--- config.mk ---
export PLATFORM = sky130hd
export DESIGN_NAME = turn_timer_ctrl_flat
export DESIGN_NICKNAME = d
export VERILOG_FILES = /design/src/rtl/turn_timer_pkg.sv /design/src/rtl/turn_timer_if.sv /design/src/rtl/tick_prescaler.sv /design/src/rtl/turn_timer_ctrl.sv /design/src/flat_wrapper.sv
export SDC_FILE = /design/constraint.sdc
export NUM_CORES = 1
export LEC_CHECK = 0
export CORE_MARGIN = 2
export CORE_UTILIZATION = 46
export CTS_BUF_LIST = sky130_fd_sc_hd__clkbuf_4 sky130_fd_sc_hd__clkbuf_8
export CTS_CLUSTER_DIAMETER = 150
export CTS_CLUSTER_SIZE = 30
export DETAILED_ROUTE_END_ITERATION = 8
export PLACE_DENSITY = 0.78
export SLEW_MARGIN = 30
export SYNTH_ARGS = -nofsm -noshare
export SYNTH_HDL_FRONTEND = slang
export SYNTH_SLANG_ARGS = --single-unit
--- constraint.sdc ---
create_clock -name clk -period 1.5 [get_ports clk]
set_clock_uncertainty 0.05 [all_clocks]
set_input_delay 0.225 -clock clk [delete_from_list [all_inputs] [get_ports clk]]
set_output_delay 0.225 -clock clk [all_outputs]
set_load 0.01 [all_outputs]
--- src/rtl/turn_timer_pkg.sv ---
// turn_timer_pkg: shared types and defaults for the turn timer controller.
package turn_timer_pkg;

  typedef enum logic [2:0] {
    IDLE,
    LOAD,
    RUN,
    EXPIRE,
    RELEASE
  } tt_state_t;

  localparam logic [15:0] TT_MAXCOUNT_DEF = 16'd35264;
  localparam int          TT_TICK_DIV_DEF = 50000;

  // Converts a one-bit requester index into its one-hot grant vector.
  function automatic logic [1:0] tt_onehot(input logic idx);
    return idx ? 2'b10 : 2'b01;
  endfunction

endpackage

--- src/rtl/turn_timer_if.sv ---
// turn_timer_if: bundles the requester and counter signals of the turn timer.
// With TURN_TIMER_PAUSE_EN defined, a pause input to the controller is added.
interface turn_timer_if;

  logic [1:0]  req;
  logic [1:0]  done;
  logic [15:0] count;
  logic        cnt_go;
  logic        cnt_en;
  logic [1:0]  grant;
  logic        owner;
  logic        timeout;
  logic        busy;
`ifdef TURN_TIMER_PAUSE_EN
  logic        pause;

  modport master (
    output req, done, count, pause,
    input  cnt_go, cnt_en, grant, owner, timeout, busy
  );

  modport slave (
    input  req, done, count, pause,
    output cnt_go, cnt_en, grant, owner, timeout, busy
  );
`else
  modport master (
    output req, done, count,
    input  cnt_go, cnt_en, grant, owner, timeout, busy
  );

  modport slave (
    input  req, done, count,
    output cnt_go, cnt_en, grant, owner, timeout, busy
  );
`endif

endinterface

--- src/rtl/tick_prescaler.sv ---
// tick_prescaler: divides clk by TICK_DIV and emits a one-cycle tick on the
// last phase. clear restarts the phase at 0; hold freezes it and masks tick.
module tick_prescaler #(
  parameter int TICK_DIV = 50000
) (
  input  logic clk,
  input  logic reset,
  input  logic clear,
  input  logic hold,
  output logic tick
);

  localparam int             W    = $clog2(TICK_DIV + 1);
  localparam logic [W-1:0]   LAST = W'(TICK_DIV - 1);

  logic [W-1:0] phase;

  // Phase counter: wraps after LAST, frozen by hold, forced to 0 by clear.
  always_ff @(posedge clk) begin
    if (reset || clear) begin
      phase <= '0;
    end else if (!hold) begin
      phase <= (phase == LAST) ? '0 : phase + W'(1);
    end
  end

  assign tick = (phase == LAST) && !hold && !clear;

endmodule

--- src/rtl/turn_timer_ctrl.sv ---
// turn_timer_ctrl: two-requester round-robin turn scheduler driving the shared
// turn counter. Optional feature macro: TURN_TIMER_PAUSE_EN (adds pause).
module turn_timer_ctrl
  import turn_timer_pkg::*;
#(
  parameter logic [15:0] MAXCOUNT = TT_MAXCOUNT_DEF,
  parameter int          TICK_DIV = TT_TICK_DIV_DEF
) (
  input  logic           clk,
  input  logic           reset,
  turn_timer_if.slave    bus
);

  tt_state_t state;
  tt_state_t state_next;
  logic      owner_q;
  logic      owner_next;
  logic      rr_q;
  logic      rr_next;
  logic      tick;
  logic      hold;
  logic      pre_clear;

`ifdef TURN_TIMER_PAUSE_EN
  assign hold = bus.pause;
`else
  assign hold = 1'b0;
`endif

  // The prescaler only runs in RUN; every other state keeps it at phase 0.
  assign pre_clear = (state != RUN);

  tick_prescaler #(
    .TICK_DIV (TICK_DIV)
  ) u_prescaler (
    .clk   (clk),
    .reset (reset),
    .clear (pre_clear),
    .hold  (hold),
    .tick  (tick)
  );

  // State, owner and round-robin pointer registers.
  always_ff @(posedge clk) begin
    if (reset) begin
      state   <= IDLE;
      owner_q <= 1'b0;
      rr_q    <= 1'b0;
    end else begin
      state   <= state_next;
      owner_q <= owner_next;
      rr_q    <= rr_next;
    end
  end

  // Next-state, owner selection and output decode from registered state.
  always_comb begin
    state_next  = state;
    owner_next  = owner_q;
    rr_next     = rr_q;
    bus.cnt_go  = 1'b0;
    bus.cnt_en  = 1'b0;
    bus.grant   = 2'b00;
    bus.timeout = 1'b0;
    bus.busy    = (state != IDLE);
    bus.owner   = owner_q;

    case (state)
      IDLE: begin
        bus.cnt_go = 1'b1;
        if (bus.req != 2'b00) begin
          state_next = LOAD;
          case (bus.req)
            2'b01:   owner_next = 1'b0;
            2'b10:   owner_next = 1'b1;
            default: owner_next = rr_q;
          endcase
        end
      end
      LOAD: begin
        bus.cnt_go = 1'b1;
        bus.grant  = tt_onehot(owner_q);
        state_next = RUN;
      end
      RUN: begin
        bus.grant  = tt_onehot(owner_q);
        bus.cnt_en = tick;
        if (bus.count == MAXCOUNT) begin
          state_next = EXPIRE;
        end else if (bus.done[owner_q]) begin
          state_next = RELEASE;
        end
      end
      EXPIRE: begin
        bus.grant   = tt_onehot(owner_q);
        bus.timeout = 1'b1;
        state_next  = RELEASE;
      end
      RELEASE: begin
        rr_next    = ~owner_q;
        state_next = IDLE;
      end
      default: begin
        state_next = IDLE;
      end
    endcase
  end

endmodule

--- src/flat_wrapper.sv ---
// flat-port wrapper written by rule: the top's interface ports become plain ports
module turn_timer_ctrl_flat import turn_timer_pkg::*;
#(
  parameter logic [15:0] MAXCOUNT = TT_MAXCOUNT_DEF,
  parameter int          TICK_DIV = TT_TICK_DIV_DEF
)
  (clk, reset, bus_req, bus_done, bus_count, bus_cnt_go, bus_cnt_en, bus_grant, bus_owner, bus_timeout, bus_busy);
  turn_timer_if bus_i ();
  input  logic clk;
  input  logic reset;
  input wire logic [$bits(bus_i.req)-1:0] bus_req;
  input wire logic [$bits(bus_i.done)-1:0] bus_done;
  input wire logic [$bits(bus_i.count)-1:0] bus_count;
  output wire logic [$bits(bus_i.cnt_go)-1:0] bus_cnt_go;
  output wire logic [$bits(bus_i.cnt_en)-1:0] bus_cnt_en;
  output wire logic [$bits(bus_i.grant)-1:0] bus_grant;
  output wire logic [$bits(bus_i.owner)-1:0] bus_owner;
  output wire logic [$bits(bus_i.timeout)-1:0] bus_timeout;
  output wire logic [$bits(bus_i.busy)-1:0] bus_busy;
  assign bus_i.req = bus_req;
  assign bus_i.done = bus_done;
  assign bus_i.count = bus_count;
  assign bus_cnt_go = bus_i.cnt_go;
  assign bus_cnt_en = bus_i.cnt_en;
  assign bus_grant = bus_i.grant;
  assign bus_owner = bus_i.owner;
  assign bus_timeout = bus_i.timeout;
  assign bus_busy = bus_i.busy;
  turn_timer_ctrl #(.MAXCOUNT(MAXCOUNT), .TICK_DIV(TICK_DIV)) u_core (.clk(clk), .reset(reset), .bus(bus_i));
endmodule
==> summary.md <==
| Metric | Value |
|---|---|
| Outcome | finished, violations left |
| Failing checks | setup timing |
| Antenna-violating nets left | 0 |
| Max Clk Rate | 0.545 GHz |
| Synth Net Count | 145 |
| Routability cong. | 0.808 |
| Area share of the largest cell type after synthesis | 0.349 |
| DR pass1 iterations | 4 |
| Worst reg2reg path depth | 7 |
| Place WS | -490 ps |
| Synth Area in Compound Gates | 0.0176 |
| Finished Layout Cells | 214 |
| Critical Path Sink Type | output port |
| Largest cells by area after synthesis | dfxtp_1, xnor2_1, nor2_1 |
| Power Total | 1.15 mW |
| Vias in the first global route | 1170 |
| Met1 Usage GRT | 0.213 |
| Commonest non-fill, non-tap cell in the layout | buf_4 |
| RSZ-0062 raised after global routing | true |
| Asr flop ratio synth | 0 |
| CTS Buffer Depth | 2 |
| Final period utilization | 1.22 |
| Adder-Cell Fraction of Synth Area | 0.0311 |
| Starting density of the core | 0.487 |
| Number of remaining DRC errors | 0 |
| Top cell type by total area after synthesis | dfxtp_1 |
| Max H-tree Level | 1 |
| Synth Instances | 120 |
| CP Class | flop to output port |
| Maxcap violations | 0 |
| VDD IR max | 810 µV |
| Worst EP arrival | 1560 ps |
| HPWL Detailed | 2.12 mm |
| Power Density | 610 mW/mm² |
| Largest net degree at the start of global routing | 12 |
| Final setup violation count | 17 |
| Synth Area in XOR/XNOR | 0.102 |
| Hold depth | 2 |
| Largest family of logic cells by synthesized area | simple AND/OR/NAND/NOR gates |
| Clk_lat worst skew | 300 ps |
| Post-route cell area | 0.00188 mm² |
| Worst slew pin tran | 430 ps |
| Final layout net count | 210 |
| CORE AREA | 0.00248 mm² |
| CTS tree | done |
| Number of synthesized flops with an enable pin | 0 |
| Yosys cell types | 35 |
| Via Count | 1101 |
| Initial antenna violation count | 0 |
| First-pass GRT wire length | 4.85 mm |
| Fin. Hold Viols | 0 |
| Vias per cell | 5.14 |
| Critical Path Start Type | flop |
| Fillers | 160 |
| Commonest non-fill, non-tap cells in the layout | buf_4, clkdlybuf4s50_1, nor2_1 |
| DRT Wirelength | 2.81 mm |
| Mean Syn Cell Area | 10.1 µm² |
| Post-synthesis mux area share | 0.0332 |
| Met2 Use GR | 0.349 |
| Port bufs | 28 |
| CTS Buf Count | 3 |
| Io pins | 29 |
| Post-route setup TNS | -606 ps |
| Die height | 55.2 µm |
| CTS sink count | 21 |
| Fraction of the mapped netlist area in simple logic gates | 0.416 |
| Worst reg2reg setup slack | -30 ps |
| Ys flop type | dfxtp_1 |
| Leak pwr | 0.770 nW |
| Initial DRC Count | 11 |
| Die ar. | 0.00305 mm² |
| Hold Slack | 478 ps |
| # diodes | 0 |
| Most Used Layer, Global Route | met2 |
| Synthesized flop and latch total | 21 |
| Gr usage total | 0.198 |
| Layout area overhead | 55.6% |
| Avg WL per Cell | 13.1 µm |
| Critical Path Fanout Max | 2 |
| Max_slew headroom | 0.709 |
| Min Tclk post-route | 1830 ps |
| Register area share after synthesis | 0.349 |
| Fin worst setup slack | -335 ps |
| Chip width | 55.2 µm |
| Post-synthesis cell area | 0.00121 mm² |
| Total grt overflow | 0 |
| Share of layout cells above drive strength 1 | 0.429 |
| Yosys warns | 0 |
| Site row count | 18 |
| Met3 GRT Util | 0.0515 |
| Placed Cells incl. Taps | 206 |
| Pins over their slew limit | 0 |
| Clk root buf | clkbuf_4 |
| Clk slew on worst S/H paths | 110 ps |
| Critical path required time | 1220 ps |
| Util after Layout | 0.758 |
| Hold crit path type | flop to flop |
| DP Area | 0.00176 mm² |
[power breakdown]
part,switching (mW),internal [mW]
clock,0.167,0.122
combinational,0.103,0.166
sequential,0.0150,0.572
[cell usage after synthesis, types with 2 or more instances]
library cell and number:
nor4b_1 4, nand4_4 2, nor2_1 15, nand3_1 4, nor3_1 6, nor2_4 4, ha_1 3, nand2_1 5
nor4b_2 2, mux2i_1 4, xnor2_1 13, dfxtp_1 21, nor4_2 3, inv_1 7, nor2_2 7
[final cells by class]
type | instances | area (µm²) | share of cell area
Clock buffer | 4 | 30.0 | 0.0160
Tap cell | 30 | 37.5 | 0.0200
Inverter | 7 | 26.3 | 0.0140
Sequential cell | 21 | 433 | 0.231
Multi-Input combinational cell | 89 | 796 | 0.424
Timing Repair Buffer | 63 | 554 | 0.295
[flip-flops by register name, indices dropped and copies added (netlist names)]
register,cells
u_core.state,3
u_core.rr_q,1
u_core.bus.owner,1
u_core.u_prescaler.phase,16
[critical path, stage by stage, from the launching register on]
cell      delay, ps
dfxtp_2         350
nor4b_4         320
nand4b_4        150
nor4b_4         260
buf_2           170
[final timing paths]
kind | to | startpoint
max | bus_cnt_en | u_core.u_prescaler.phase[7]
min | u_core.rr_q | u_core.rr_q
max reg2reg | u_core.u_prescaler.phase[11] | u_core.u_prescaler.phase[7]
min reg2reg | u_core.rr_q | u_core.rr_q
[routing by layer]
metal  routed length, µm  part of all wire  vias to the layer above
met5                   0                 0                        -
met4                 104             0.037                        0
met3                 195             0.069                        8
met2                1370              0.49                       39
met1                1140              0.41                      503
li1                    -                 -                      551
[cells by family after synthesis]
logic type      after synthesis
compound gates                3
xor+xnor                     14
fa+ha+maj                     3
buf+inv                      10
flops                        21
mux                           4
simple gates                 65
[repair_timing]
action	4_1_cts	5_1_grt
setup buffers	3	0
hold buffers	0	0
endpoints found under the setup margin	11	19
pin swaps	3	2
gates cloned	1	0
gates resized for setup	27	8
Note: power is estimated with default switching activity, not from simulation.
